### config.mk
export PLATFORM = sky130hd
export DESIGN_NAME = i2s_transmitter
export DESIGN_NICKNAME = d
export VERILOG_FILES = /design/src/rtl/i2s_transmitter_pkg.sv /design/src/rtl/i2s_transmitter_clock_gen.sv /design/src/rtl/i2s_transmitter.sv
export SDC_FILE = /design/constraint.sdc
export NUM_CORES = 1
export LEC_CHECK = 0
export ABC_CLOCK_PERIOD_IN_PS = 7950
export BUFFER_PORTS_ARGS = -buffer_cell sky130_fd_sc_hd__buf_2
export CORE_MARGIN = 3
export CORE_UTILIZATION = 40
export CTS_BUF_LIST = sky130_fd_sc_hd__clkbuf_8
export CTS_CLUSTER_DIAMETER = 30
export DETAILED_ROUTE_END_ITERATION = 8
export PLACE_DENSITY = 0.63
export SLEW_MARGIN = 5
export SYNTH_ARGS = -nofsm -noshare
export SYNTH_HDL_FRONTEND = slang
export SYNTH_SLANG_ARGS = --single-unit
### constraint.sdc
create_clock -name clk -period 7.95 [get_ports clk]
set_input_delay 1.59 -clock clk [delete_from_list [all_inputs] [get_ports clk]]
set_output_delay 1.59 -clock clk [all_outputs]
set_load 0.01 [all_outputs]
### src/rtl/i2s_transmitter_pkg.sv
// i2s_transmitter_pkg: default I2S framing constants and a counter-width helper
package i2s_transmitter_pkg;
    localparam int I2S_WIDTH     = 24;
    localparam int I2S_SLOT_BITS = 32;
    localparam int I2S_BCLK_DIV  = 4;

    function automatic int bits_for(input int n);
        return n > 1 ? $clog2(n) : 1;
    endfunction
endpackage

### src/rtl/i2s_transmitter_clock_gen.sv
// i2s_clock_gen: bit-clock divider and frame bit counter; everything parks at zero while run is low
module i2s_clock_gen
    import i2s_transmitter_pkg::*;
#(
    parameter int SLOT_BITS = I2S_SLOT_BITS,
    parameter int BCLK_DIV  = I2S_BCLK_DIV,
    parameter int BW        = bits_for(2 * SLOT_BITS)
) (
    input  logic          clk,
    input  logic          rstn,
    input  logic          run,
    output logic          bclk,
    output logic [BW-1:0] b,
    output logic          bit_start,
    output logic          wrap
);
    localparam int DW = bits_for(BCLK_DIV);

    logic [DW-1:0] div_q, div_d;
    logic          bclk_q, bclk_d;
    logic [BW-1:0] b_q, b_d;
    logic          half_end;

    // bit_start and wrap flag the edge that begins the next bit / next frame
    always_comb begin
        half_end  = div_q == DW'(BCLK_DIV - 1);
        bit_start = run && half_end && bclk_q;
        wrap      = bit_start && b_q == BW'(2 * SLOT_BITS - 1);
        div_d     = run && !half_end ? div_q + 1'b1 : '0;
        bclk_d    = run && (bclk_q ^ half_end);
        b_d       = !run || wrap ? '0 : b_q + BW'(bit_start);
    end

    always_ff @(posedge clk or negedge rstn) begin
        if (!rstn) begin
            div_q  <= '0;
            bclk_q <= 1'b0;
            b_q    <= '0;
        end else begin
            div_q  <= div_d;
            bclk_q <= bclk_d;
            b_q    <= b_d;
        end
    end

    assign bclk = bclk_q;
    assign b    = b_q;
endmodule

### src/rtl/i2s_transmitter.sv
// i2s_transmitter: mono sample stream to Philips I2S master, one-deep pending buffer,
// same sample on both slots, drain-then-stop on enable low
module i2s_transmitter
    import i2s_transmitter_pkg::*;
#(
    parameter int WIDTH     = I2S_WIDTH,
    parameter int SLOT_BITS = I2S_SLOT_BITS,
    parameter int BCLK_DIV  = I2S_BCLK_DIV
) (
    input  logic             clk,
    input  logic             rstn,
    input  logic             enable,
    input  logic             in_valid,
    output logic             in_ready,
    input  logic [WIDTH-1:0] in,
    output logic             bclk,
    output logic             lrclk,
    output logic             sdata,
    output logic             frame_start,
    output logic             underrun
);
    localparam int          BW  = bits_for(2 * SLOT_BITS);
    localparam int          IW  = bits_for(WIDTH);
    localparam logic [31:0] SB  = SLOT_BITS;
    localparam logic [31:0] W32 = WIDTH;

    typedef enum logic [1:0] {IDLE, RUN, DRAIN} state_t;

    state_t           state_q, state_d;
    logic [WIDTH-1:0] pend_q, pend_d, frame_q, frame_d;
    logic             pend_v_q, pend_v_d;
    logic             lrclk_q, lrclk_d, sdata_q, sdata_d;
    logic             fs_q, fs_d, ur_q, ur_d;
    logic             run, bit_start, wrap, load, accept;
    logic [BW-1:0]    b, nb;
    logic [31:0]      pos;
    logic [IW-1:0]    idx;

    assign run = state_q != IDLE;

    i2s_clock_gen #(.SLOT_BITS(SLOT_BITS), .BCLK_DIV(BCLK_DIV), .BW(BW)) u_clock_gen (
        .clk(clk), .rstn(rstn), .run(run),
        .bclk(bclk), .b(b), .bit_start(bit_start), .wrap(wrap)
    );

    always_comb begin
        state_d  = state_q == IDLE ? (enable ? RUN : IDLE)
                 : enable ? RUN : state_q == RUN ? DRAIN : wrap ? IDLE : DRAIN;
        load     = state_q == IDLE ? enable : wrap && (state_q == RUN || enable);
        in_ready = !pend_v_q || load;
        accept   = in_valid && in_ready;
        pend_d   = accept ? in : pend_q;
        pend_v_d = accept || (pend_v_q && !load);
        frame_d  = load ? (pend_v_q ? pend_q : '0) : frame_q;
        fs_d     = load;
        ur_d     = load && !pend_v_q;
        // outputs are registered, so they are computed for the bit about to start
        nb       = wrap ? '0 : b + BW'(bit_start);
        lrclk_d  = 32'(nb) >= SB;
        pos      = lrclk_d ? 32'(nb) - SB : 32'(nb);
        idx      = IW'(W32 - pos);
        sdata_d  = pos != 0 && pos <= W32 && frame_d[idx];
    end

    always_ff @(posedge clk or negedge rstn) begin
        if (!rstn) begin
            state_q  <= IDLE;
            pend_q   <= '0;
            pend_v_q <= 1'b0;
            frame_q  <= '0;
            lrclk_q  <= 1'b0;
            sdata_q  <= 1'b0;
            fs_q     <= 1'b0;
            ur_q     <= 1'b0;
        end else begin
            state_q  <= state_d;
            pend_q   <= pend_d;
            pend_v_q <= pend_v_d;
            frame_q  <= frame_d;
            lrclk_q  <= lrclk_d;
            sdata_q  <= sdata_d;
            fs_q     <= fs_d;
            ur_q     <= ur_d;
        end
    end

    assign lrclk       = lrclk_q;
    assign sdata       = sdata_q;
    assign frame_start = fs_q;
    assign underrun    = ur_q;
endmodule

==> results of run 1 <==
[registers in the layout, summed over array words and instances, names as in the netlist]
name / flops
frame_q: 24
pend_q: 24
u_clock_gen.b: 6
state_q: 2
u_clock_gen.div_q: 2
frame_start: 1
lrclk: 1
pend_v_q: 1
sdata: 1
u_clock_gen.bclk: 1
underrun: 1
[power by group through the flow]
| stage | combinational (uW) | sequential [uW] | clock (uW) |
|---|---|---|---|
| 3_3_place_gp | 170 | 438 | 0 |
| 2_1_floorplan | 138 | 426 | 0 |
| 5_1_grt | 195 | 442 | 332 |
| 6_report | 172 | 434 | 308 |
| 4_1_cts | 174 | 434 | 318 |
| 3_5_place_dp | 174 | 440 | 0 |
[cells by family after synthesis]
| logic type | share of synthesized area |
|---|---|
| buf+inv | 0.0448 |
| flops | 0.512 |
| mux | 0.116 |
| compound gates | 0.146 |
| xor+xnor | 0.0224 |
| fa+ha+maj | 0.0160 |
| simple gates | 0.142 |
[critical path: cells and delay by family]
kind,cells,cell delay (ps)
buffers and inverters,2,310
AO/OA/AOI/OAI,1,280
AND/OR/NAND/NOR,2,740
[path summary, 6_finish.rpt]
path / startpoint / end / slack (ps) / cells after the start
worst max-delay path: enable / in_ready / 3420 / 5
worst min-delay path: u_clock_gen.div_q[0]$_DFF_PN0_ / u_clock_gen.div_q[0]$_DFF_PN0_ / 450 / 1
worst max register to register: state_q[0]$_DFF_PN0_ / sdata$_DFF_PN0_ / 4130 / 12
worst min register to register: u_clock_gen.div_q[0]$_DFF_PN0_ / u_clock_gen.div_q[0]$_DFF_PN0_ / 450 / 1
max in group asynchronous: rstn / pend_q[14]$_DFFE_PN0P_ / 6020 / 2
min in group asynchronous: rstn / pend_q[10]$_DFFE_PN0P_ / 1400 / 2
[metal layers]
layer	track usage	vias up
li1	-	1065
met1	0.208	1048
met2	0.226	47
met3	0.0558	11
met4	0.0674	0
met5	0	-
[layout by cell type, fill, tap and decap left out, types with 3 or more instances in the layout]
master,synthesis,routed
a2111oi_0,3,3
a211oi_1,3,3
a21o_1,4,4
a221oi_1,4,4
a221oi_2,3,3
a22o_1,7,7
and3_1,4,4
and4_1,3,3
buf_2,4,33
clkbuf_8,0,10
dfrtp_1,64,64
ha_1,4,4
inv_1,3,4
mux2_1,25,25
mux2_2,4,4
nand2_1,33,33
nand3_1,15,15
nor2_1,14,14
nor3_1,8,8
o21ai_0,6,6
o21ai_1,3,3
xnor2_1,6,6
[cell type report]
class / count / area [um^2]
well taps: 99 / 124
clock inverters: 6 / 83.8
clock buffers: 10 / 138
repair buffers: 34 / 173
multi-input cells: 187 / 1390
fillers: 688 / 3880
inverters: 5 / 26.3
flip-flops and latches: 64 / 1600
[stage by stage]
stage          total power [uW]  worst slack [ps]   util  hold slack [ps]
3_5_place_dp                614              3420  0.447              447
3_3_place_gp                607              3420  0.447              428
2_1_floorplan               564              4190      -              415
4_1_cts                     927              3420  0.477              456
5_1_grt                     969              3270  0.477              458
6_report                    914              3420  0.477              452
==> results.yml, run 1 <==
outcome:
  status: "finished clean"
route:
  routed.top_layer: "met4"
  drtPass1Iterations: 4
  met2_length_um: 2730
  via_count: 2171
  drc: 0
  vias_per_cell: 5.36
  drt-initial-drc-count: 81
  wl_met3_um: 289
  wl_um: 6210
  wl_met1_um: 3080
  postRouteAntennaNets: 0
  wire_per_inst_um: 15.3
clock_tree:
  root_buffer: "clkbuf_8"
  clock_path_buffers: 2
  clock-sinks: 64
  ctsResizeCount: 0
  path_clk_slew_ps: 60
  post_cts_buffers: 0
  htree_num_levels: 3
  cts_tree: "built"
  hold_buffers: 0
  clk_latency_ps: 350
  cts_inserted_buffers: 9
floorplanning:
  core_area_um2: 7410
  start_util: 0.422
  rows: 31
  die_x_um: 94.4
  die_height_um: 94.4
  io-pin-count: 34
  dieArea_um2: 8920
sta:
  hold_violations: 0
  rsz0062_at_grt: "no"
  fin_crit_sh: 0.570
  fmax_ghz: 0.221
  final.setup_skew_ps: 10.0
  finalSetupTns_ps: 0
  max_slew_margin: 0.343
  fin_crit_ps: 4530
  setup_viol: 0
  finalMaxSlewViolations: 0
  worst_pin_slew_ps: 984
pwr:
  swShare: 0.278
  p_switching_uw: 254
  ir_worst_vdd_v: 0.000125
  p_seq_frac: 0.475
  power_frac_clock: 0.337
  internal_power_uw: 660
  powerDensity_nw_per_um2: 259
  leakage_uw: 0.00162
  comb_power_share: 0.188
worst_setup_path:
  cp-end-kind: "output port"
  crit_path_max_fanout: 38
  crit_arrival_ps: 2940
  startpoint_type: "primary input"
  worstSetupPathType: "in -> out"
  critical_path.most_common_cell: "buf_2"
  crit_chain: "buf_2 > a41o_4 > nand2_2 > nand2_1 > buf_2"
  crit_required_ps: 6360
  max_stage_delay_ps: 550
  cp_slowest_cell: "nand2_2"
grt:
  grt_pass1_vias: 2165
  grtUsageTotal: 0.155
  antenna_found_initial: 0
  grt_max_degree: 65
  gr-total-overflow: 0
  grt_pass1_wl_um: 10600
yosys:
  synth_common_cells: "dfrtp_1 (64), nand2_1 (33), mux2_1 (25)"
  ys_types: 58
  yosysTopAreaCellShare: 0.512
  syn_avg_cell_area_um2: 11.5
  synth_edf_count: 0
  yosysMostFrequentCell: "dfrtp_1"
  synth_area_leader_cell: "dfrtp_1"
  synth_cells: 271
  async_flop_share: 1.00
  syn_nets: 303
  synth-warning-count: 0
  synth_area_um2: 3130
  synth_area_leaders: "dfrtp_1 (51%), mux2_1 (9.0%), nand2_1 (4.0%)"
  synth_flop_cell: "dfrtp_1"
  ys_ff_latch: 64
  seq_area_frac_synth: 0.512
job:
  cap_viol_max_count: 0
cells_and_area:
  syn2layout_area_growth_pct: 12.9
  final_layout_size_suffix_gt1_frac: 0.222
  post-route-cell-area_um2: 3530
  nets: 333
  stdcell_count: 405
  n_antenna_cell: 0
placed_design:
  placed_cells: 389
  dp_hpwl_um: 4200
  gp_congestion: 0.848
  placed_area_um2: 3310
  io_buffers: 33
min_path:
  hold_path.class: "reg -> reg"
(Power assumes the default switching activity.)
==> run 2, diff against run 1 <==
--- a/config.mk
+++ b/config.mk
@@ -5,7 +5,7 @@
 export SDC_FILE = /design/constraint.sdc
 export NUM_CORES = 1
 export LEC_CHECK = 0
-export ABC_CLOCK_PERIOD_IN_PS = 7950
+export ABC_CLOCK_PERIOD_IN_PS = 4300
 export BUFFER_PORTS_ARGS = -buffer_cell sky130_fd_sc_hd__buf_2
 export CORE_MARGIN = 3
 export CORE_UTILIZATION = 40
==> constraint.sdc (replaced) <==
create_clock -name clk -period 4.3 [get_ports clk]
set_input_delay 0.86 -clock clk [delete_from_list [all_inputs] [get_ports clk]]
set_output_delay 0.86 -clock clk [all_outputs]
set_load 0.01 [all_outputs]
==> run 2 against run 1 <==
  * Die area stayed put
  * Worst hold slack worse by 9.7 ps
  * Flip-flop and latch count stayed put
  * Clock power is 50% higher
  * Combinational power is 88% higher
  * First-iteration DRC count is 80% higher
  * Register-to-register slack worse by 3400 ps
  * Sequential power is 85% higher
  * Total power is 74% higher
  * Clock skew is 5.7 ps lower
  * Non-clock buffer count is 4 higher
  * Final cell count is 0.74% higher
==> results.yml, run 2 (same netlist as run 1, synthesis figures left out) <==
outcome:
  status: "finished clean"
floorplanning:
  dieArea_um2: 8920
  start_util: 0.422
  rows: 31
  die_height_um: 94.4
  die_x_um: 94.4
  io-pin-count: 34
  core_area_um2: 7410
sta:
  max_slew_margin: 0.398
  holdWs_ps: 442
  hold_violations: 0
  worst_pin_slew_ps: 892
  finalSetupTns_ps: 0
  final.setup_skew_ps: 4.28
  setup_viol: 0
  fin_crit_ps: 3570
  fin_crit_sh: 0.831
  finalMaxSlewViolations: 0
  fmax_ghz: 0.280
  rsz0062_at_grt: "no"
placed_design:
  placed_cells: 393
  dp_hpwl_um: 4580
  placed_area_um2: 3340
  io_buffers: 33
  gp_congestion: 0.843
cells_and_area:
  stdcell_count: 408
  final_layout_size_suffix_gt1_frac: 0.230
  final_cell_mix: "dfrtp_1 (64), nand2_1 (33), buf_2 (33)"
  utilization: 0.474
  seq_area_um2: 1600
  nets: 337
  layout_commonest_cell: "dfrtp_1"
  n_antenna_cell: 0
  fill_cells: 695
  post-route-cell-area_um2: 3510
  syn2layout_area_growth_pct: 12.3
  multi_input_area_um2: 1390
worst_setup_path:
  rr_worst_depth: 13
  startpoint_type: "flop"
  r2r-start: "state_q[0]$_DFF_PN0_"
  crit_end: "sdata$_DFF_PN0_"
  worstSetupPathType: "reg -> reg"
  worstSetupStartpoint: "state_q[0]$_DFF_PN0_"
  reg2reg_to: "sdata$_DFF_PN0_"
  crit_arrival_ps: 3800
  cp-end-kind: "flop"
  crit_chain: "or2_1 > and3_1 > ha_1 > and2_4 > clkinv_4 > ha_1 > o21a_1 > a32oi_1 > nand2_1 > a221oi_1 > o41ai_1 > nor4_1 > nor4_2"
  cp_slowest_cell: "dfrtp_1"
  ff2ff_setup_slack_ps: 730
  max_stage_delay_ps: 420
  critical_path.most_common_cell: "ha_1"
  crit_path_max_fanout: 12
  crit_required_ps: 4520
clock_tree:
  cts_inserted_buffers: 9
  clk_latency_ps: 350
  htree_num_levels: 3
  cts_tree: "built"
  path_clk_slew_ps: 70
  root_buffer: "clkbuf_8"
  clock-sinks: 64
  hold_buffers: 0
  post_cts_buffers: 0
  ctsResizeCount: 0
  clock_path_buffers: 2
pwr:
  p_seq_frac: 0.505
  swShare: 0.295
  ir_worst_vdd_v: 0.000220
  power_frac_clock: 0.290
  p_switching_uw: 468
  internal_power_uw: 1120
  powerDensity_nw_per_um2: 452
  leakage_uw: 0.00162
  comb_power_share: 0.205
grt:
  grtUsageTotal: 0.166
  grt_pass1_wl_um: 11300
  antenna_found_initial: 0
  gr-total-overflow: 0
  grt_pass1_vias: 2317
  grt_max_degree: 39
route:
  via_count: 2201
  wl_um: 6510
  vias_per_cell: 5.39
  drc: 0
  drtPass1Iterations: 4
  postRouteAntennaNets: 0
  wire_per_inst_um: 15.9
  drt-initial-drc-count: 146
job:
  cap_viol_max_count: 0
min_path:
  hold_path.class: "reg -> reg"
==> run 2: cell count changes in the layout (fill, tap and decap cells not counted), sizes merged <==
cell | before | now
bufinv | 2 | 0
clkbuf | 10 | 11
clkinv | 2 | 3
buf | 34 | 38
clkinvlp | 2 | 1
==> run 2: power groups by stage <==
stage	Combinational, uW	Sequential, uW	Clock (uW)
final	324	801	461
after floorplan	256	788	0
after CTS	328	802	472
after global placement	319	809	0
after global routing	366	817	500
after detailed placement	326	813	0
==> run 2: how the worst min path moves through the flow <==
| stage | to | from | cells past startpoint |
|---|---|---|---|
| after floorplan | u_clock_gen.div_q[0]$_DFF_PN0_ | u_clock_gen.div_q[0]$_DFF_PN0_ | 1 |
| after global placement | u_clock_gen.div_q[0]$_DFF_PN0_ | u_clock_gen.div_q[0]$_DFF_PN0_ | 1 |
| after detailed placement | u_clock_gen.div_q[0]$_DFF_PN0_ | u_clock_gen.div_q[0]$_DFF_PN0_ | 1 |
| after CTS | u_clock_gen.div_q[0]$_DFF_PN0_ | u_clock_gen.div_q[0]$_DFF_PN0_ | 1 |
| after global routing | u_clock_gen.div_q[0]$_DFF_PN0_ | u_clock_gen.div_q[0]$_DFF_PN0_ | 1 |
| final | u_clock_gen.div_q[0]$_DFF_PN0_ | u_clock_gen.div_q[0]$_DFF_PN0_ | 1 |
==> run 2: final cells by class <==
class,instances,area share
inverters,5,0.00748
well taps,99,0.0353
repair buffers,38,0.0577
clock inverters,4,0.00605
multi-input cells,187,0.395
flip-flops and latches,64,0.456
clock buffers,11,0.0431
==> run 2: through the flow <==
stage,worst slack [ps],power [uW]
finish,727,1590
global placement,844,1130
global route,483,1680
detailed placement,796,1140
floorplan,1050,1040
CTS,771,1600
==> run 2: metal layers <==
| layer | vias up | wire length (um) | global-route usage |
|---|---|---|---|
| met5 | - | 0 | 0 |
| met4 | 0 | 89 | 0.0614 |
| met3 | 9 | 339 | 0.0446 |
| met2 | 50 | 2970 | 0.254 |
| met1 | 1075 | 3100 | 0.225 |
| li1 | 1067 | - | - |
==> run 2: critical path, delay by kind of cell, from the launching register on <==
family | cells | cell delay (ps)
fa+ha+maj | 2 | 560
buf+inv | 1 | 140
simple gates | 6 | 1490
compound gates | 4 | 820
flops | 1 | 420
